[src/rtl/lcd_drive_ahb_regs.sv]
// AHB register bank holding LCD drive configuration and frame status. Reads and writes complete with
// zero wait states. Writes to read-only or unmapped offsets stall one cycle with a two-cycle ERROR response.
module lcd_drive_ahb_regs #(
    parameter int W_ADDR       = 32,
    parameter int W_DATA       = 32,
    parameter int W_SIZE       = 12,
    parameter int W_DELAY      = 12,
    parameter int W_FRAME_SIZE = 25,
    parameter int IMG_PIX_W    = 8
) (
    input  logic                    HCLK,
    input  logic                    HRESET,
    input  logic                    HSEL,
    input  logic [W_ADDR-1:0]       HADDR,
    input  logic [1:0]              HTRANS,
    input  logic                    HWRITE,
    input  logic [2:0]              HSIZE,
    input  logic [W_DATA-1:0]       HWDATA,
    input  logic                    HREADY,
    output logic [W_DATA-1:0]       HRDATA,
    output logic                    HREADYOUT,
    output logic [1:0]              HRESP,
    input  logic                    frame_done_i,
    output logic [W_SIZE-1:0]       q_width,
    output logic [W_SIZE-1:0]       q_height,
    output logic [W_DELAY-1:0]      q_start_up_delay,
    output logic [W_DELAY-1:0]      q_vsync_cycle,
    output logic [W_DELAY-1:0]      q_vsync_delay,
    output logic [W_DELAY-1:0]      q_hsync_delay,
    output logic [W_DELAY-1:0]      q_frame_trans_delay,
    output logic [W_FRAME_SIZE-1:0] q_data_count,
    output logic                    q_br_mode,
    output logic [IMG_PIX_W-1:0]    q_br_value,
    output logic                    start_o
);
    localparam logic [0:0] ST_IDLE = 1'b0;
    localparam logic [0:0] ST_RUN  = 1'b1;

    localparam logic [3:0] OFF_WIDTH  = 4'd0,  OFF_HEIGHT = 4'd1,  OFF_SUD   = 4'd2,  OFF_VCYC  = 4'd3;
    localparam logic [3:0] OFF_VDLY   = 4'd4,  OFF_HDLY   = 4'd5,  OFF_FTDLY = 4'd6,  OFF_DCNT  = 4'd7;
    localparam logic [3:0] OFF_BRMODE = 4'd8,  OFF_BRVAL  = 4'd9,  OFF_START = 4'd10, OFF_STATUS = 4'd11;

    logic              capture;
    logic              bad_write;
    logic              ph_vld;
    logic              ph_write;
    logic [3:0]        ph_off;
    logic              err1;
    logic              err2;
    logic              wr_en;
    logic              start_q;
    logic              start_set;
    logic [0:0]        state;
    logic              busy;
    logic              done;
    logic [7:0]        frame_cnt;
    logic [W_DATA-1:0] rd_next;
    logic              unused_ok;

    assign capture   = HSEL & HREADY & HTRANS[1];
    assign bad_write = HWRITE & (HADDR[5:2] >= OFF_STATUS);
    assign wr_en     = ph_vld & ph_write;
    assign busy      = (state == ST_RUN);
    assign start_set = wr_en & (ph_off == OFF_START) & HWDATA[0] & ~start_q;
    assign HREADYOUT = ~err1;
    assign HRESP     = {1'b0, err1 | err2};
    assign unused_ok = ^{HADDR[W_ADDR-1:6], HADDR[1:0], HSIZE, HTRANS[0]};

    // Value a register would hold after a write of d, used to forward write-then-read.
    function automatic logic [W_DATA-1:0] field_mask(input logic [3:0] off, input logic [W_DATA-1:0] d);
        logic [W_DATA-1:0] m;
        case (off)
            OFF_WIDTH, OFF_HEIGHT:                         m = W_DATA'({W_SIZE{1'b1}});
            OFF_SUD, OFF_VCYC, OFF_VDLY, OFF_HDLY, OFF_FTDLY: m = W_DATA'({W_DELAY{1'b1}});
            OFF_DCNT:                                      m = W_DATA'({W_FRAME_SIZE{1'b1}});
            OFF_BRMODE, OFF_START:                         m = W_DATA'(1'b1);
            OFF_BRVAL:                                     m = W_DATA'({IMG_PIX_W{1'b1}});
            default:                                       m = '0;
        endcase
        return d & m;
    endfunction

    always_comb begin
        rd_next = '0;
        case (HADDR[5:2])
            OFF_WIDTH:  rd_next = W_DATA'(q_width);
            OFF_HEIGHT: rd_next = W_DATA'(q_height);
            OFF_SUD:    rd_next = W_DATA'(q_start_up_delay);
            OFF_VCYC:   rd_next = W_DATA'(q_vsync_cycle);
            OFF_VDLY:   rd_next = W_DATA'(q_vsync_delay);
            OFF_HDLY:   rd_next = W_DATA'(q_hsync_delay);
            OFF_FTDLY:  rd_next = W_DATA'(q_frame_trans_delay);
            OFF_DCNT:   rd_next = W_DATA'(q_data_count);
            OFF_BRMODE: rd_next = W_DATA'(q_br_mode);
            OFF_BRVAL:  rd_next = W_DATA'(q_br_value);
            OFF_START:  rd_next = W_DATA'(start_q);
            OFF_STATUS: rd_next = W_DATA'({frame_cnt, 6'b0, done, busy});
            default:    rd_next = '0;
        endcase
        if (wr_en && (ph_off == HADDR[5:2])) begin
            rd_next = field_mask(ph_off, HWDATA);
        end
    end

    always_ff @(posedge HCLK or posedge HRESET) begin
        if (HRESET) begin
            ph_vld              <= 1'b0;
            ph_write            <= 1'b0;
            ph_off              <= '0;
            err1                <= 1'b0;
            err2                <= 1'b0;
            HRDATA              <= '0;
            q_width             <= '0;
            q_height            <= '0;
            q_start_up_delay    <= '0;
            q_vsync_cycle       <= '0;
            q_vsync_delay       <= '0;
            q_hsync_delay       <= '0;
            q_frame_trans_delay <= '0;
            q_data_count        <= '0;
            q_br_mode           <= 1'b0;
            q_br_value          <= '0;
            start_q             <= 1'b0;
            start_o             <= 1'b0;
            state               <= ST_IDLE;
            done                <= 1'b0;
            frame_cnt           <= '0;
        end else begin
            // Rejected writes never open a normal data phase, so they cannot commit.
            ph_vld   <= capture & ~bad_write;
            ph_write <= HWRITE;
            ph_off   <= HADDR[5:2];
            err1     <= capture & bad_write;
            err2     <= err1;
            HRDATA   <= (capture && !HWRITE) ? rd_next : '0;

            if (wr_en) begin
                case (ph_off)
                    OFF_WIDTH:  q_width             <= HWDATA[W_SIZE-1:0];
                    OFF_HEIGHT: q_height            <= HWDATA[W_SIZE-1:0];
                    OFF_SUD:    q_start_up_delay    <= HWDATA[W_DELAY-1:0];
                    OFF_VCYC:   q_vsync_cycle       <= HWDATA[W_DELAY-1:0];
                    OFF_VDLY:   q_vsync_delay       <= HWDATA[W_DELAY-1:0];
                    OFF_HDLY:   q_hsync_delay       <= HWDATA[W_DELAY-1:0];
                    OFF_FTDLY:  q_frame_trans_delay <= HWDATA[W_DELAY-1:0];
                    OFF_DCNT:   q_data_count        <= HWDATA[W_FRAME_SIZE-1:0];
                    OFF_BRMODE: q_br_mode           <= HWDATA[0];
                    OFF_BRVAL:  q_br_value          <= HWDATA[IMG_PIX_W-1:0];
                    OFF_START:  start_q             <= HWDATA[0];
                    default:    ;
                endcase
            end

            start_o <= 1'b0;
            case (state)
                ST_IDLE: begin
                    if (start_set) begin
                        state   <= ST_RUN;
                        start_o <= 1'b1;
                        done    <= 1'b0;
                    end
                end
                default: begin
                    if (frame_done_i) begin
                        state     <= ST_IDLE;
                        done      <= 1'b1;
                        frame_cnt <= frame_cnt + 8'd1;
                    end
                end
            endcase
        end
    end
endmodule
[config.mk]
export PLATFORM = sky130hd
export DESIGN_NAME = lcd_drive_ahb_regs
export DESIGN_NICKNAME = d
export VERILOG_FILES = /design/src/rtl/lcd_drive_ahb_regs.sv
export SDC_FILE = /design/constraint.sdc
export NUM_CORES = 1
export LEC_CHECK = 0
export ABC_AREA = 1
export ABC_CLOCK_PERIOD_IN_PS = 7300
export BUFFER_PORTS_ARGS = -buffer_cell sky130_fd_sc_hd__buf_2
export CAP_MARGIN = 20
export CORE_MARGIN = 3
export CORE_UTILIZATION = 39
export DETAILED_ROUTE_END_ITERATION = 6
export SLEW_MARGIN = 20
export SYNTH_ARGS = -nofsm -noshare
export SYNTH_HDL_FRONTEND = slang
export SYNTH_SLANG_ARGS = --single-unit
[constraint.sdc]
create_clock -name HCLK -period 7.3 [get_ports HCLK]
set_clock_uncertainty 0.15 [all_clocks]
set_input_delay 0.365 -clock HCLK [delete_from_list [all_inputs] [get_ports HCLK]]
set_output_delay 0.365 -clock HCLK [all_outputs]
set_load 0.005 [all_outputs]
* After elaboration in Yosys (flattened, before gate mapping)
Memory sizes are Yosys's and may differ from the RTL's.
Cells that the tools add are included.
** Cells by class
- Bitwise operators :: 14
- Add/subtract/negate cells :: 1
- Divide/modulo/power cells :: 0
- $lt $le $gt $ge :: 1
- Mux-type cells :: 11
- Multiply operators :: 0
- Shift operators :: 0
- Eq/ne operators :: 23
- Reductions and logical operators :: 19
** Operators by type and width (number)
- 25-bit case mux with 12 select lines :: 1
- 32-bit 2-to-1 mux :: 3
- 32-bit AND :: 1
- 4-bit by 3-bit == test with 1-bit output, second input constant :: 8
- 4-bit == test, second input constant :: 7
- 2-bit AND reduction :: 13
- 4-bit by 2-bit == test with 1-bit output, second input constant :: 4
- 1-bit AND :: 9
- 8-bit by 1-bit adder with 8-bit output, second input constant :: 1
- 4-bit by 1-bit == test with 1-bit output, second input constant :: 2
- 4-bit logical NOT :: 2
- 1-bit 2-to-1 mux :: 7
- 4-bit == test :: 1
- 4-bit >= comparator, second input constant :: 1
- 1-bit NOT :: 3
- 1-bit logical AND :: 2
- 2-bit != test, second input constant :: 1
- 2-bit nonzero test :: 1
- 1-bit logical NOT :: 1
- 1-bit bitwise OR :: 1
** Storage, ports and cells
- Logic and storage cells :: 91
- Memories :: 1
- Memory bits (read-only) :: 400
- Register bits :: 170
- Bits in writable memories :: 0
- Bits in latches :: 0
** Memory list
- (name not given) :: depth 16, width 25, rd ports 1, clocked after memory_dff 0, wr ports 0, RTL line 72 : case (off)

* Depth between registers and ports, before layout
Gate-level depths: netlist of the first run.
- Word-level depth :: 6
- Mapped depth :: 11
- Gate-level depth less buffers :: 9

* Worst setup path before layout of the first run
Ideal clock, no wire load.
- Kind :: reg2reg
- Start :: register ph_off[3]
- End :: register q_data_count[12]
- Setup time :: 116 ps
- Slack :: 5756 ps
- Data arrival time :: 1277 ps
- Path buffers :: 3
- Cell stages (with the launch flop) :: 10
- Data required time :: 7034 ps
- Clock period less this slack :: 1544 ps
- Cell sequence :: dfrtp_1 > buf_4 > inv_2 > nand2_1 > nor2_2 > nand2_1 > buf_2 > buf_4 > nand2_1 > nand2_1
** Between the ends
- Longest elaborated chain between the ends :: 2
** RTL lines
- start, declared :: RTL line 47 : logic [3:0] ph_off;
- start signal, assigned :: RTL line 132 : ph_off <= HADDR[5:2];
- 4-bit by 3-bit == test with 1-bit output :: RTL line 138 : case (ph_off)
- 2-bit AND reduction (no source line)
- end signal, assigned :: RTL line 146 : OFF_DCNT: q_data_count <= HWDATA[W_FRAME_SIZE-1:0];
- end, declared :: RTL line 31 : output logic [W_FRAME_SIZE-1:0] q_data_count,
No other way between the ends.
A chain may end at the register's enable or synchronous reset.

* Final worst setup path of the first run
- Start :: register ph_off[3]
- End :: register q_data_count[19]
Same word-level chain as after synthesis.

==> impl_results.html, run 1 <==
<table>
<tr><th>Metric</th><th>Value</th></tr>
<tr><th colspan="2">Timing</th></tr>
<tr><td>Number of failing setup endpoints in the final timing report</td><td>0</td></tr>
<tr><td>Final number of max-transition violations</td><td>0</td></tr>
<tr><td>Slew at the pin closest to its max-slew limit</td><td>1.070 ns</td></tr>
<tr><td>Relative slew slack</td><td>28.37%</td></tr>
<tr><td>Final TNS setup</td><td>0 ns</td></tr>
<tr><td>Unrepaired setup endpoints after global routing</td><td>false</td></tr>
<tr><td>Max Fclk</td><td>approximately 340 MHz</td></tr>
<tr><td>Final worst path period share</td><td>about 41%</td></tr>
<tr><td>Count of endpoints failing hold in the final timing report</td><td>0</td></tr>
<tr><td>Min Clock Period, post-route</td><td>between 2 and 3 ns</td></tr>
<tr><th colspan="2">Die</th></tr>
<tr><td>Initial cell density of the core</td><td>between 40% and 50%</td></tr>
<tr><td>Die extent in y</td><td>about 140 um</td></tr>
<tr><td>Horizontal die dimension</td><td>approximately 140 um</td></tr>
<tr><td># rows</td><td>between 40 and 50</td></tr>
<tr><td>Number of I/O pins</td><td>approximately 230</td></tr>
<tr><td>Full die area</td><td>20,580 um^2</td></tr>
<tr><td>Placeable Area</td><td>about 18,000 um^2</td></tr>
<tr><th colspan="2">Drt</th></tr>
<tr><td>Count of nets left with antenna violations after detail routing</td><td>0</td></tr>
<tr><td>Iter 0 DRT Violations</td><td>530</td></tr>
<tr><td>Avg WL per Cell</td><td>~17 um</td></tr>
<tr><td>Residual DRC count</td><td>0</td></tr>
<tr><td>First-pass iteration count of the detailed router</td><td>5</td></tr>
<tr><td>Via Count</td><td>between 6,000 and 7,000</td></tr>
<tr><td>Detail-routed via count per cell</td><td>between 4 and 5</td></tr>
<tr><td>Final wirelength</td><td>roughly 22,000 um</td></tr>
<tr><th colspan="2">Setup path</th></tr>
<tr><td>Arrival time of the worst setup path</td><td>roughly 3.1 ns</td></tr>
<tr><td>Worst reg-to-reg setup slack</td><td>about 4.3 ns</td></tr>
<tr><td>Termination of the worst setup path</td><td>q_data_count[19]$_DFFE_PP0P_</td></tr>
<tr><td>Worst-path maximum fanout</td><td>30</td></tr>
<tr><td>Category of the critical setup timing path</td><td>reg2reg</td></tr>
<tr><td>Crit path max-delay cell type</td><td>sky130_fd_sc_hd__nand2_1</td></tr>
<tr><td>Dominant cell type by count on the critical path</td><td>sky130_fd_sc_hd__nand2_1</td></tr>
<tr><td>Category of the worst setup path capture point</td><td>flip-flop</td></tr>
<tr><td>Launch point of the critical path</td><td>ph_off[3]$_DFF_PP0_</td></tr>
<tr><td>Worst R2R Path Depth</td><td>6</td></tr>
<tr><td>Required arrival time at the worst endpoint</td><td>7.43 ns</td></tr>
<tr><td>Setup crit start kind</td><td>flip-flop</td></tr>
<tr><td>Critical Path Max Stage Delay</td><td>0.76 ns</td></tr>
<tr><td>Reg-to-Reg End</td><td>q_data_count[19]$_DFFE_PP0P_</td></tr>
<tr><td>Startpoint of the worst-slack reg-to-reg timing path</td><td>ph_off[3]$_DFF_PP0_</td></tr>
<tr><td>Cell chain of the critical path</td><td>inv_2 &gt; nand2_1 &gt; nor2_2 &gt; nand2_1 &gt; inv_1 &gt; o22ai_1</td></tr>
<tr><th colspan="2">Global route</th></tr>
<tr><td>Number of global-route vias before repair</td><td>6,374</td></tr>
<tr><td>Total Routing Usage GR</td><td>between 20% and 30%</td></tr>
<tr><td>Grt total ovfl</td><td>0</td></tr>
<tr><td>Met3 global-route usage</td><td>5.691%</td></tr>
<tr><td>First-pass GRT wire length</td><td>~35,000 um</td></tr>
<tr><td>GRT met1 Usage</td><td>~29%</td></tr>
<tr><td>Antenna violations before repair</td><td>0</td></tr>
<tr><td>Most utilized layer in the global route result</td><td>met2</td></tr>
<tr><td>GRT met2 Usage</td><td>a little over a third</td></tr>
<tr><td>Pin count of the biggest net entering global routing</td><td>86</td></tr>
<tr><th colspan="2">Placed design</th></tr>
<tr><td>Final HPWL DP</td><td>approximately 16,000 um</td></tr>
<tr><td>Weighted congestion at the end of routability-driven global placement</td><td>0.8362</td></tr>
<tr><td>IO Port Bufs</td><td>181</td></tr>
<tr><th colspan="2">Power and ir drop</th></tr>
<tr><td>Leakage power summed over all cells</td><td>slightly below 5 nW</td></tr>
<tr><td>PnR Total Power</td><td>2.299 mW</td></tr>
<tr><td>Worst VDD drop</td><td>0.1692 mV</td></tr>
<tr><td>P per Cell Area</td><td>between 200 and 300 nW/um^2</td></tr>
<tr><th colspan="2">Clock network</th></tr>
<tr><td>Cell chosen for the clock root</td><td>sky130_fd_sc_hd__clkbuf_16</td></tr>
<tr><td>TritonCTS sink count</td><td>approximately 160</td></tr>
<tr><td>Clock-pin slew on the worst setup and hold paths</td><td>approximately 0.06 ns</td></tr>
<tr><td>TritonCTS buffer count</td><td>17</td></tr>
<tr><td>Number of gates resized after CTS</td><td>0</td></tr>
<tr><td>Count of H-tree levels built during CTS</td><td>4</td></tr>
<tr><td>CTS tree</td><td>done</td></tr>
<tr><td>Hold bufs inserted after CTS</td><td>8</td></tr>
<tr><td>Clock latency reported for the late side of the worst-skew pair</td><td>~0.43 ns</td></tr>
<tr><td>Buffer levels on the longest clock path</td><td>2</td></tr>
<tr><td>Number of setup buffers added after CTS</td><td>0</td></tr>
<tr><th colspan="2">Yosys</th></tr>
<tr><td>Synth Flop Type</td><td>sky130_fd_sc_hd__dfrtp_1</td></tr>
<tr><td>Synthesis Warnings</td><td>0</td></tr>
<tr><td>Post-synthesis cell count</td><td>922</td></tr>
<tr><td>Number of enable-type register cells in the synthesized netlist</td><td>0</td></tr>
<tr><td>Area share of the leading cell type in the synthesized netlist</td><td>a little under three fifths</td></tr>
<tr><td>Syn Std Cell Area</td><td>between 7000 and 8000 um^2</td></tr>
<tr><td>Async set-or-reset flop fraction in the synthesized netlist</td><td>100.0%</td></tr>
<tr><td>Top cell types by occurrence after synthesis</td><td>sky130_fd_sc_hd__nand2_1 (322), sky130_fd_sc_hd__dfrtp_1 (163), sky130_fd_sc_hd__o21ai_0 (115)</td></tr>
<tr><td>Share of synthesized area occupied by flip-flops and latches</td><td>~55%</td></tr>
<tr><td>Count of unique library cells instantiated by Yosys</td><td>29</td></tr>
<tr><td>Yosys top cell by area</td><td>sky130_fd_sc_hd__dfrtp_1</td></tr>
<tr><td>Top area cells in the synthesized netlist</td><td>sky130_fd_sc_hd__dfrtp_1 (55%), sky130_fd_sc_hd__nand2_1 (16%), sky130_fd_sc_hd__o21ai_0 (7.8%)</td></tr>
<tr><td>Synthesized flop and latch total</td><td>163</td></tr>
<tr><td>Mapped Avg Cell Area</td><td>between 7 and 8 um^2</td></tr>
<tr><td>Most frequent cell after synthesis</td><td>sky130_fd_sc_hd__nand2_1</td></tr>
<tr><th colspan="2">Finish</th></tr>
<tr><td>Final net count</td><td>between 1,000 and 1,500</td></tr>
<tr><td>Share of post-route cells with drive strength above 1</td><td>20.47%</td></tr>
<tr><td>N_diodes</td><td>0</td></tr>
<tr><td>Final Util</td><td>between 40 and 50%</td></tr>
<tr><td>Layout area overhead</td><td>22.86%</td></tr>
<tr><th colspan="2">Run</th></tr>
<tr><td># Max-Cap Violations</td><td>0</td></tr>
<tr><th colspan="2">Min path</th></tr>
<tr><td>Type of the worst min-delay path</td><td>in2reg</td></tr>
<tr><th colspan="2">Outcome</th></tr>
<tr><td>Result of the run</td><td>finished clean</td></tr>
</table>
layer usage:
metal,up-vias,part of all wire (%)
li1,3246,-
met1,3083,44
met2,235,46
met3,24,7.9
met4,0,1.8
met5,-,0
where the power goes:
part	internal (mW)	switching (mW)	total, mW
clock network	0.588	0.362	0.949
logic	0.118	0.171	0.289
registers	0.989	0.0707	1.06
final cells by class:
class / count / area (um^2)
Tap cell: 229 / 286.5
Clock buffer: 21 / 460.4
Multi-Input combinational cell: 653 / 2811
Timing Repair Buffer: 192 / 1008
Inverter: 66 / 252.7
Fill cell: 1815 / 9219
Clock inverter: 9 / 152.6
Sequential cell: 163 / 4079
per-stage QoR:
step	setup WS [ns]	instance area [um^2]	hold slack [ns]	cells
after floorplan	2.380	7393	0.2163	929
after global placement	4.373	8356	0.2283	1295
after detailed placement	4.389	8356	0.2440	1295
after CTS	4.381	9049	0.01100	1333
after global routing	4.066	9051	0.03605	1333
final	4.331	9051	0.02333	1333
state kept, by name (all words and copies together), names as in the netlist, 4 cells and up:
name	cells
q_data_count	25
q_height	12
q_br_value	8
ph_off	4
q_vsync_delay	12
q_hsync_delay	12
q_width	12
q_vsync_cycle	12
HRDATA	25
q_start_up_delay	12
q_frame_trans_delay	12
frame_cnt	8
logic make-up (layout without fill, tap and decap cells):
group / Yosys count / count (layout) / share of synthesized area [%]
fa+ha+maj: 1 / 1 / 0.1698
flops: 163 / 163 / 55.37
buf+inv: 113 / 288 / 6.895
simple gates: 498 / 498 / 27.04
other cells: 1 / 8 / 0.05090
xor+xnor: 6 / 6 / 0.7133
compound gates: 140 / 140 / 9.766
critical path: cells and delay by family, from the launching register on:
family	cells	cell delay, ns
simple gates	3	1.32
buf+inv	2	0.74
flops	1	0.47
compound gates	1	0.14
worst min-delay path by stage:
stage | start | depth (start not counted) | slack, ns | endpoint
global placement | err1$_DFF_PP0_ | 0 | 0.23 | err2$_DFF_PP0_
global route | HWDATA[22] | 3 | 0.04 | q_data_count[22]$_DFFE_PP0P_
finish | HWDATA[14] | 3 | 0.02 | q_data_count[14]$_DFFE_PP0P_
floorplan | err1$_DFF_PP0_ | 0 | 0.22 | err2$_DFF_PP0_
detailed placement | err1$_DFF_PP0_ | 0 | 0.24 | err2$_DFF_PP0_
CTS | HWDATA[14] | 3 | 0.01 | q_data_count[14]$_DFFE_PP0P_
placed cells by master (no fill, tap or decap), drive strengths merged:
| cell | instances |
|---|---|
| nand2 | 324 |
| buf | 184 |
| dfrtp | 163 |
| o21ai | 121 |
| nor2 | 101 |
| inv | 68 |
| nand3 | 66 |
| clkbuf | 21 |
| o22ai | 9 |
| conb | 8 |
| dlygate4sd3 | 8 |
| a21oi | 7 |
| xor2 | 4 |
| bufinv | 4 |
| clkinv | 3 |
| nor3 | 3 |
| nand4 | 2 |
| xnor2 | 2 |
| nor3b | 1 |
| or2 | 1 |
| o211ai | 1 |
| o21a | 1 |
| o21bai | 1 |
| ha | 1 |
(Power assumes the default switching activity.)
==> run 2: changes to the inputs <==
--- a/config.mk
+++ b/config.mk
@@ -6,7 +6,7 @@
 export NUM_CORES = 1
 export LEC_CHECK = 0
 export ABC_AREA = 1
-export ABC_CLOCK_PERIOD_IN_PS = 7300
+export ABC_CLOCK_PERIOD_IN_PS = 2800
 export BUFFER_PORTS_ARGS = -buffer_cell sky130_fd_sc_hd__buf_2
 export CAP_MARGIN = 20
 export CORE_MARGIN = 3
==> constraint.sdc (replaced) <==
create_clock -name HCLK -period 2.8 [get_ports HCLK]
set_clock_uncertainty 0.15 [all_clocks]
set_input_delay 0.14 -clock HCLK [delete_from_list [all_inputs] [get_ports HCLK]]
set_output_delay 0.14 -clock HCLK [all_outputs]
set_load 0.005 [all_outputs]
==> run 2 against run 1 <==
Against the previous run:
- die area did not move
- worst setup slack lost 3.6 ns
- maximum frequency grew 43%
- count of clock-buffer cells in the layout rose by 2
- clock power grew to 2.6 times the previous value
- non-clock buffer count up 34
==> impl_results.html, run 2 (same netlist as run 1, synthesis figures left out) <==
<table>
<tr><th>Metric</th><th>Value</th></tr>
<tr><th colspan="2">Finish</th></tr>
<tr><td>N_diodes</td><td>0 (unchanged)</td></tr>
<tr><td>Leading registers by flop count</td><td>HRDATA: 25 flops, q_data_count: 25 flops</td></tr>
<tr><td>Commonest cells after routing, fill and taps aside</td><td>sky130_fd_sc_hd__nand2_1 (322), sky130_fd_sc_hd__buf_2 (181), sky130_fd_sc_hd__dfrtp_1 (163)</td></tr>
<tr><td>Most common library cell in the layout ignoring fill and taps</td><td>sky130_fd_sc_hd__nand2_1</td></tr>
<tr><td>Layout area overhead</td><td>27.46%</td></tr>
<tr><td>Share of post-route cells with drive strength above 1</td><td>20.79% (+0.32 points)</td></tr>
<tr><td>Total of fill cells in the finished design</td><td>1,764 (-2.8%)</td></tr>
<tr><td>Final net count</td><td>1,203 (+2.9%)</td></tr>
<tr><th colspan="2">Clock network</th></tr>
<tr><td>CTS tree</td><td>done</td></tr>
<tr><td>Buffer levels on the longest clock path</td><td>2 (unchanged)</td></tr>
<tr><td>TritonCTS buffer count</td><td>17 (unchanged)</td></tr>
<tr><td>Cell chosen for the clock root</td><td>sky130_fd_sc_hd__clkbuf_16</td></tr>
<tr><td>Clock-pin slew on the worst setup and hold paths</td><td>0.07 ns (about the same)</td></tr>
<tr><td>Number of setup buffers added after CTS</td><td>0 (unchanged)</td></tr>
<tr><td>Count of H-tree levels built during CTS</td><td>4 (unchanged)</td></tr>
<tr><td>Clock latency reported for the late side of the worst-skew pair</td><td>0.43 ns (about the same)</td></tr>
<tr><td>TritonCTS sink count</td><td>163 (unchanged)</td></tr>
<tr><th colspan="2">Setup path</th></tr>
<tr><td>Dominant cell type by count on the critical path</td><td>sky130_fd_sc_hd__nand2_1</td></tr>
<tr><td>Required arrival time at the worst endpoint</td><td>2.95 ns (-4.48 ns)</td></tr>
<tr><td>Category of the worst setup path capture point</td><td>flip-flop</td></tr>
<tr><td>Category of the critical setup timing path</td><td>reg2reg</td></tr>
<tr><td>Cell chain of the critical path</td><td>nand2_1 &gt; inv_1 &gt; o21ai_0 &gt; nor2_1 &gt; nand2_1 &gt; inv_2 &gt; nand2_1 &gt; nand2_1 &gt; nor2_1</td></tr>
<tr><td>Setup crit start kind</td><td>flip-flop</td></tr>
<tr><td>Critical Path Max Stage Delay</td><td>0.40 ns (-0.36 ns)</td></tr>
<tr><td>Worst-path maximum fanout</td><td>27 (-10%)</td></tr>
<tr><td>Crit path max-delay cell type</td><td>sky130_fd_sc_hd__inv_2</td></tr>
<tr><td>Arrival time of the worst setup path</td><td>2.23 ns (-0.87 ns)</td></tr>
<tr><th colspan="2">Drt</th></tr>
<tr><td>Final wirelength</td><td>22,570 um (+1.1%)</td></tr>
<tr><td>Avg WL per Cell</td><td>16.48 um (-1.6%)</td></tr>
<tr><td>Iter 0 DRT Violations</td><td>405 (-24%)</td></tr>
<tr><td>Detail-routed via count per cell</td><td>4.880 (-1.3%)</td></tr>
<tr><td>Residual DRC count</td><td>0 (unchanged)</td></tr>
<tr><td>Via Count</td><td>6,681 (+1.4%)</td></tr>
<tr><td>Count of nets left with antenna violations after detail routing</td><td>0 (unchanged)</td></tr>
<tr><td>First-pass iteration count of the detailed router</td><td>5 (unchanged)</td></tr>
<tr><th colspan="2">Global route</th></tr>
<tr><td>Grt total ovfl</td><td>0 (unchanged)</td></tr>
<tr><td>Number of global-route vias before repair</td><td>6,259 (-1.8%)</td></tr>
<tr><td>First-pass GRT wire length</td><td>35,050 um (-0.23%)</td></tr>
<tr><td>Pin count of the biggest net entering global routing</td><td>100 (+16%)</td></tr>
<tr><td>Antenna violations before repair</td><td>0 (unchanged)</td></tr>
<tr><td>Total Routing Usage GR</td><td>22.12% (-0.041 points)</td></tr>
<tr><th colspan="2">Power and ir drop</th></tr>
<tr><td>Part of the power in combinational logic</td><td>13.1% (+0.5 points)</td></tr>
<tr><td>P per Cell Area</td><td>641.9 nW/um^2 (+150%)</td></tr>
<tr><td>Leakage power summed over all cells</td><td>4.974 nW (+3.2%)</td></tr>
<tr><td>Worst VDD drop</td><td>0.4727 mV (+180%)</td></tr>
<tr><td>Sw Share</td><td>26.12% (-0.16 points)</td></tr>
<tr><td>P_int</td><td>4.454 mW (+160%)</td></tr>
<tr><td>Sequential power share</td><td>45.8% (-0.3 points)</td></tr>
<tr><td>Clock Power Share</td><td>41.1% (-0.2 points)</td></tr>
<tr><td>Psw</td><td>1.574 mW (+160%)</td></tr>
<tr><th colspan="2">Timing</th></tr>
<tr><td>Unrepaired setup endpoints after global routing</td><td>false</td></tr>
<tr><td>Min Clock Period, post-route</td><td>2.081 ns (-0.8879 ns)</td></tr>
<tr><td>Relative slew slack</td><td>47.84% (+19 points)</td></tr>
<tr><td>Final TNS setup</td><td>0 ns (unchanged)</td></tr>
<tr><td>Final-layout worst hold slack</td><td>0.03955 ns (+0.01622 ns)</td></tr>
<tr><td>Slew at the pin closest to its max-slew limit</td><td>0.7806 ns (-0.2899 ns)</td></tr>
<tr><td>Number of failing setup endpoints in the final timing report</td><td>0 (unchanged)</td></tr>
<tr><td>Final number of max-transition violations</td><td>0 (unchanged)</td></tr>
<tr><td>Final worst path period share</td><td>74.31% (+34 points)</td></tr>
<tr><td>Max Fclk</td><td>480.6 MHz (+43%)</td></tr>
<tr><td>Count of endpoints failing hold in the final timing report</td><td>0 (unchanged)</td></tr>
<tr><th colspan="2">Die</th></tr>
<tr><td>Horizontal die dimension</td><td>143.4 um (unchanged)</td></tr>
<tr><td>Die extent in y</td><td>143.4 um (unchanged)</td></tr>
<tr><td>Placeable Area</td><td>18,270 um^2 (unchanged)</td></tr>
<tr><td># rows</td><td>49 (unchanged)</td></tr>
<tr><td>Full die area</td><td>20,580 um^2 (unchanged)</td></tr>
<tr><td>Initial cell density of the core</td><td>40.32% (unchanged)</td></tr>
<tr><td>Number of I/O pins</td><td>229 (unchanged)</td></tr>
<tr><th colspan="2">Placed design</th></tr>
<tr><td>Weighted congestion at the end of routability-driven global placement</td><td>0.8417 (+0.66%)</td></tr>
<tr><td>IO Port Bufs</td><td>181 (unchanged)</td></tr>
<tr><td>Final HPWL DP</td><td>15,420 um (-0.62%)</td></tr>
<tr><th colspan="2">Min path</th></tr>
<tr><td>Type of the worst min-delay path</td><td>in2reg</td></tr>
<tr><th colspan="2">Outcome</th></tr>
<tr><td>Result of the run</td><td>finished clean</td></tr>
<tr><th colspan="2">Run</th></tr>
<tr><td># Max-Cap Violations</td><td>0 (unchanged)</td></tr>
</table>
==> run 2: layout make-up <==
type	instances	area (um^2)	share of cell area [%]
sequential	163	4079	43.44
inverter	66	251.5	2.678
clock buffer	23	467.9	4.983
timing repair buffer	226	1344	14.31
tap	229	286.5	3.051
multi-input combinational	653	2809	29.91
clock inverter	9	152.6	1.626
==> run 2: worst max-delay path: cells and delay by family, from the launching register on <==
family,cells,cell delay [ns]
AO/OA/AOI/OAI,1,0.12
flip-flops,1,0.33
buffers and inverters,2,0.67
AND/OR/NAND/NOR,6,0.70
==> run 2: metal layers <==
layer | up-vias | GRT usage (%) | routed length [um]
met5 | - | 0 | 0
met1 | 3102 | 29.82 | 9754
met2 | 241 | 34.70 | 10350
li1 | 3312 | - | -
met3 | 26 | 6.489 | 2007
met4 | 0 | 6.789 | 456
==> run 2: worst paths after layout <==
check | from | to | slack, ns | depth (start not counted)
hold / removal | HWDATA[8] | q_width[8]$_DFFE_PP0P_ | 0.04 | 3
setup reg to reg | ph_write$_DFF_PP0_ | HRDATA[24]$_DFF_PP0_ | 0.72 | 9
min in group asynchronous | HRESET | err1$_DFF_PP0_ | 0.23 | 4
setup / recovery | ph_write$_DFF_PP0_ | HRDATA[24]$_DFF_PP0_ | 0.72 | 9
max in group asynchronous | HRESET | q_width[2]$_DFFE_PP0P_ | 1.79 | 4
hold reg to reg | err1$_DFF_PP0_ | err2$_DFF_PP0_ | 0.24 | 0
==> run 2: per-stage QoR <==
step                      area (um^2)  std cells  total power, mW  util (%)  worst slack (ns)
after floorplan                  7397        929            3.152         -            0.4392
after global placement           8469       1307            3.551     46.36            0.7864
after detailed placement         8469       1307            3.566     46.36            0.7749
after CTS                        9390       1369            6.076     51.40            0.7267
after global routing             9390       1369            6.301     51.40            0.4930
final                            9390       1369            6.028     51.40            0.7193
==> run 2: timing repair <==
item                                   4_1_cts  5_1_grt
gates resized for setup                      0        0
endpoints found under the hold margin      211        0
hold buffers                                30        0
==> run 2: power by group through the flow <==
stage	combinational [mW]	clock, mW	sequential [mW]
final	0.789	2.48	2.76
after floorplan	0.363	0	2.79
after global placement	0.756	0	2.80
after detailed placement	0.767	0	2.80
after global routing	0.903	2.61	2.79
after CTS	0.804	2.51	2.76
==> run 3: changes to the inputs <==
--- a/config.mk
+++ b/config.mk
@@ -6,12 +6,13 @@
 export NUM_CORES = 1
 export LEC_CHECK = 0
 export ABC_AREA = 1
-export ABC_CLOCK_PERIOD_IN_PS = 2800
+export ABC_CLOCK_PERIOD_IN_PS = 1800
 export BUFFER_PORTS_ARGS = -buffer_cell sky130_fd_sc_hd__buf_2
 export CAP_MARGIN = 20
 export CORE_MARGIN = 3
 export CORE_UTILIZATION = 39
 export DETAILED_ROUTE_END_ITERATION = 6
+export PLACE_DENSITY = 0.66
 export SLEW_MARGIN = 20
 export SYNTH_ARGS = -nofsm -noshare
 export SYNTH_HDL_FRONTEND = slang
==> constraint.sdc (replaced) <==
create_clock -name HCLK -period 1.8 [get_ports HCLK]
set_clock_uncertainty 0.15 [all_clocks]
set_input_delay 0.09 -clock HCLK [delete_from_list [all_inputs] [get_ports HCLK]]
set_output_delay 0.09 -clock HCLK [all_outputs]
set_load 0.005 [all_outputs]
==> run 3 against run 2 <==
Against the previous run:
- cell count increased by 1.8%
- sequential share of layout area decreased by 0.94 points
- register-to-register slack got worse by 0.57 ns
- count of clock-buffer cells in the layout decreased by 4
- sequential power increased by 56%
- critical endpoint is now HRDATA[11]$_DFF_PP0_
- non-clock buffer count increased by 25
- worst setup slack got worse by 0.64 ns
- power increased by 51%
- flip-flop and latch count unchanged
- hold slack got worse by 0.034 ns
- routed wire length increased by 2.2%
==> impl_results.html, run 3 (same netlist as run 1, synthesis figures left out) <==
<table>
<tr><th>Metric</th><th>Value</th></tr>
<tr><th colspan="2">Finish</th></tr>
<tr><td>Final net count</td><td>1,228 (+2.1%)</td></tr>
<tr><td>N_diodes</td><td>0 (unchanged)</td></tr>
<tr><td>Share of post-route cells with drive strength above 1</td><td>23.00% (+2.2 points)</td></tr>
<tr><td>Commonest cells after routing, fill and taps aside</td><td>sky130_fd_sc_hd__nand2_1 (322), sky130_fd_sc_hd__buf_2 (181), sky130_fd_sc_hd__dfrtp_1 (162)</td></tr>
<tr><td>Layout area overhead</td><td>30.33%</td></tr>
<tr><td>Most common library cell in the layout ignoring fill and taps</td><td>sky130_fd_sc_hd__nand2_1</td></tr>
<tr><td>Leading registers by flop count</td><td>HRDATA: 25 flops, q_data_count: 25 flops</td></tr>
<tr><th colspan="2">Drt</th></tr>
<tr><td>Final wirelength</td><td>23,070 um (+2.2%)</td></tr>
<tr><td>Count of nets left with antenna violations after detail routing</td><td>0 (unchanged)</td></tr>
<tr><td>First-pass iteration count of the detailed router</td><td>5 (unchanged)</td></tr>
<tr><td>Detail-routed via count per cell</td><td>4.940 (+1.2%)</td></tr>
<tr><td>Iter 0 DRT Violations</td><td>427 (+5.4%)</td></tr>
<tr><td>Avg WL per Cell</td><td>16.55 um (+0.40%)</td></tr>
<tr><td>Via Count</td><td>6,886 (+3.1%)</td></tr>
<tr><td>Residual DRC count</td><td>0 (unchanged)</td></tr>
<tr><th colspan="2">Clock network</th></tr>
<tr><td>Buffer levels on the longest clock path</td><td>2 (unchanged)</td></tr>
<tr><td>CTS tree</td><td>done</td></tr>
<tr><td>Count of H-tree levels built during CTS</td><td>4 (unchanged)</td></tr>
<tr><td>Clock-pin slew on the worst setup and hold paths</td><td>0.07 ns (about the same)</td></tr>
<tr><td>Cell chosen for the clock root</td><td>sky130_fd_sc_hd__clkbuf_16</td></tr>
<tr><td>TritonCTS buffer count</td><td>17 (unchanged)</td></tr>
<tr><td>Clock latency reported for the late side of the worst-skew pair</td><td>0.43 ns (about the same)</td></tr>
<tr><td>TritonCTS sink count</td><td>163 (unchanged)</td></tr>
<tr><th colspan="2">Timing</th></tr>
<tr><td>Relative slew slack</td><td>38.76% (-9.1 points)</td></tr>
<tr><td>Max Fclk</td><td>582.2 MHz</td></tr>
<tr><td>Unrepaired setup endpoints after global routing</td><td>true</td></tr>
<tr><td>Number of failing setup endpoints in the final timing report</td><td>0 (unchanged)</td></tr>
<tr><td>Count of endpoints failing hold in the final timing report</td><td>0 (unchanged)</td></tr>
<tr><td>Final TNS setup</td><td>0 ns (unchanged)</td></tr>
<tr><td>Final worst path period share</td><td>a little over nine tenths</td></tr>
<tr><td>Min Clock Period, post-route</td><td>roughly 1.7 ns</td></tr>
<tr><td>Final-layout worst hold slack</td><td>0.005068 ns (-0.03448 ns)</td></tr>
<tr><td>Worst-case setup margin in the final layout</td><td>0.08244 ns (-0.6368 ns)</td></tr>
<tr><td>Slew at the pin closest to its max-slew limit</td><td>0.9153 ns (+0.1347 ns)</td></tr>
<tr><td>Final number of max-transition violations</td><td>0 (unchanged)</td></tr>
<tr><th colspan="2">Power and ir drop</th></tr>
<tr><td>Psw</td><td>2.547 mW (+62%)</td></tr>
<tr><td>Leakage power summed over all cells</td><td>5.078 nW (+2.1%)</td></tr>
<tr><td>Part of the power in combinational logic</td><td>14.2% (+1.1 points)</td></tr>
<tr><td>PnR Total Power</td><td>9.074 mW (+51%)</td></tr>
<tr><td>Sw Share</td><td>28.08% (+2.0 points)</td></tr>
<tr><td>Clock Power Share</td><td>38.5% (-2.6 points)</td></tr>
<tr><td>P_int</td><td>6.526 mW (+47%)</td></tr>
<tr><td>Sequential power share</td><td>47.4% (+1.6 points)</td></tr>
<tr><td>P per Cell Area</td><td>945.0 nW/um^2 (+47%)</td></tr>
<tr><td>Worst VDD drop</td><td>0.6687 mV (+41%)</td></tr>
<tr><th colspan="2">Global route</th></tr>
<tr><td>First-pass GRT wire length</td><td>36,120 um (+3.1%)</td></tr>
<tr><td>Total Routing Usage GR</td><td>22.78% (+0.66 points)</td></tr>
<tr><td>Pin count of the biggest net entering global routing</td><td>68 (-32%)</td></tr>
<tr><td>Number of global-route vias before repair</td><td>6,413 (+2.5%)</td></tr>
<tr><td>Antenna violations before repair</td><td>0 (unchanged)</td></tr>
<tr><td>Grt total ovfl</td><td>0 (unchanged)</td></tr>
<tr><th colspan="2">Die</th></tr>
<tr><td>Die extent in y</td><td>143.4 um (unchanged)</td></tr>
<tr><td>Full die area</td><td>20,580 um^2 (unchanged)</td></tr>
<tr><td>Number of I/O pins</td><td>229 (unchanged)</td></tr>
<tr><td>Initial cell density of the core</td><td>40.32% (unchanged)</td></tr>
<tr><td>Horizontal die dimension</td><td>143.4 um (unchanged)</td></tr>
<tr><td>Placeable Area</td><td>18,270 um^2 (unchanged)</td></tr>
<tr><td># rows</td><td>49 (unchanged)</td></tr>
<tr><th colspan="2">Outcome</th></tr>
<tr><td>Result of the run</td><td>finished clean</td></tr>
<tr><th colspan="2">Setup path</th></tr>
<tr><td>Required arrival time at the worst endpoint</td><td>1.96 ns (-0.99 ns)</td></tr>
<tr><td>Category of the critical setup timing path</td><td>in2reg</td></tr>
<tr><td>Worst-path maximum fanout</td><td>9 (-67%)</td></tr>
<tr><td>Arrival time of the worst setup path</td><td>1.88 ns (-0.35 ns)</td></tr>
<tr><td>Worst R2R Path Depth</td><td>8 (-1)</td></tr>
<tr><td>Setup crit start kind</td><td>input port</td></tr>
<tr><td>Category of the worst setup path capture point</td><td>flip-flop</td></tr>
<tr><th colspan="2">Placed design</th></tr>
<tr><td>Final HPWL DP</td><td>16,330 um (+5.9%)</td></tr>
<tr><td>Worst slack at placement</td><td>0.04577 ns (-0.7292 ns)</td></tr>
<tr><td>Weighted congestion at the end of routability-driven global placement</td><td>0.8672 (+3.0%)</td></tr>
<tr><td>IO Port Bufs</td><td>181 (unchanged)</td></tr>
<tr><th colspan="2">Run</th></tr>
<tr><td># Max-Cap Violations</td><td>0 (unchanged)</td></tr>
<tr><th colspan="2">Min path</th></tr>
<tr><td>Worst hold path cell count</td><td>3 (unchanged)</td></tr>
<tr><td>Type of the worst min-delay path</td><td>in2reg</td></tr>
</table>
## run 3: changes by cell type in the layout (fill, tap and decap cells not counted)
cell                            change
sky130_fd_sc_hd__buf_12             +5
sky130_fd_sc_hd__buf_4             +18
sky130_fd_sc_hd__bufinv_16          -3
sky130_fd_sc_hd__clkbuf_1           -3
sky130_fd_sc_hd__clkbuf_8           -1
sky130_fd_sc_hd__clkinv_2           -1
sky130_fd_sc_hd__clkinv_4           -1
sky130_fd_sc_hd__clkinvlp_4         +4
sky130_fd_sc_hd__dfrtp_1            -1
sky130_fd_sc_hd__dfrtp_2            +1
sky130_fd_sc_hd__dlygate4sd3_1      +2
sky130_fd_sc_hd__inv_6              +5
sky130_fd_sc_hd__nor2_1             -4
sky130_fd_sc_hd__nor2_2             +4
## run 3: power by group through the flow
stage               Sequential [mW]  Clock, mW  Combinational (mW)
floorplan                      4.34          0               0.564
global placement               4.35          0                1.21
detailed placement             4.35          0                1.24
CTS                            4.29       3.55                1.30
global route                   4.34       3.73                1.46
finish                         4.30       3.49                1.28
## run 3: layer usage
| metal | GRT usage (%) | wire (um) | up-vias |
|---|---|---|---|
| met5 | 0 | 0 | - |
| met4 | 7.631 | 516 | 0 |
| met2 | 35.91 | 10780 | 263 |
| li1 | - | - | 3365 |
| met3 | 6.522 | 1811 | 29 |
| met1 | 30.38 | 9964 | 3229 |
## run 3: repair_timing
item,CTS,global route
hold endpoints to repair,209,0
setup endpoints to repair,0,16
buffers inserted,0,0
gates resized for setup,0,5
hold buffers,32,0
## run 3: metrics by stage
stage                     instances  util, %  area (um^2)
after floorplan                 929        -         7397
after global placement         1330    47.64         8705
after detailed placement       1330    47.64         8705
after CTS                      1394    52.49         9590
after global routing           1394    52.55         9602
final                          1394    52.55         9602
## run 3: worst paths after layout
path                                     start                                 end  slack, ns
max in group asynchronous               HRESET           q_br_value[0]$_DFFE_PP0P_       0.80
min in group asynchronous               HRESET                    ph_vld$_DFF_PP0_       0.05
hold / removal                       HWDATA[9]  q_frame_trans_delay[9]$_DFFE_PP0P_      0.005
setup reg to reg           ph_off[1]$_DFF_PP0_                HRDATA[23]$_DFF_PP0_       0.15
hold reg to reg                 err1$_DFF_PP0_                      err2$_DFF_PP0_       0.25
setup / recovery                      HADDR[4]                HRDATA[11]$_DFF_PP0_       0.08
## run 3: final cells by class
cell class,instances,area [um^2]
Clock inverter,13,122.6
Timing Repair Buffer,251,1599
Multi-Input combinational cell,653,2819
Fill cell,1733,8668
Clock buffer,19,442.9
Sequential cell,163,4080
Inverter,66,251.5
Tap cell,229,286.5
## run 3: critical path, cell delays in order
cell and delay (ns):
sky130_fd_sc_hd__buf_2 0.11, sky130_fd_sc_hd__dlygate4sd3_1 0.59, sky130_fd_sc_hd__buf_4 0.15, sky130_fd_sc_hd__inv_1 0.05, sky130_fd_sc_hd__nand2_1 0.12, sky130_fd_sc_hd__nor2_2 0.06, sky130_fd_sc_hd__buf_4 0.16, sky130_fd_sc_hd__nand2_1 0.06
sky130_fd_sc_hd__nand2_1 0.06, sky130_fd_sc_hd__nor2_2 0.18, sky130_fd_sc_hd__nand3_1 0.09, sky130_fd_sc_hd__nor2_1 0.10, sky130_fd_sc_hd__nor2_1 0.05
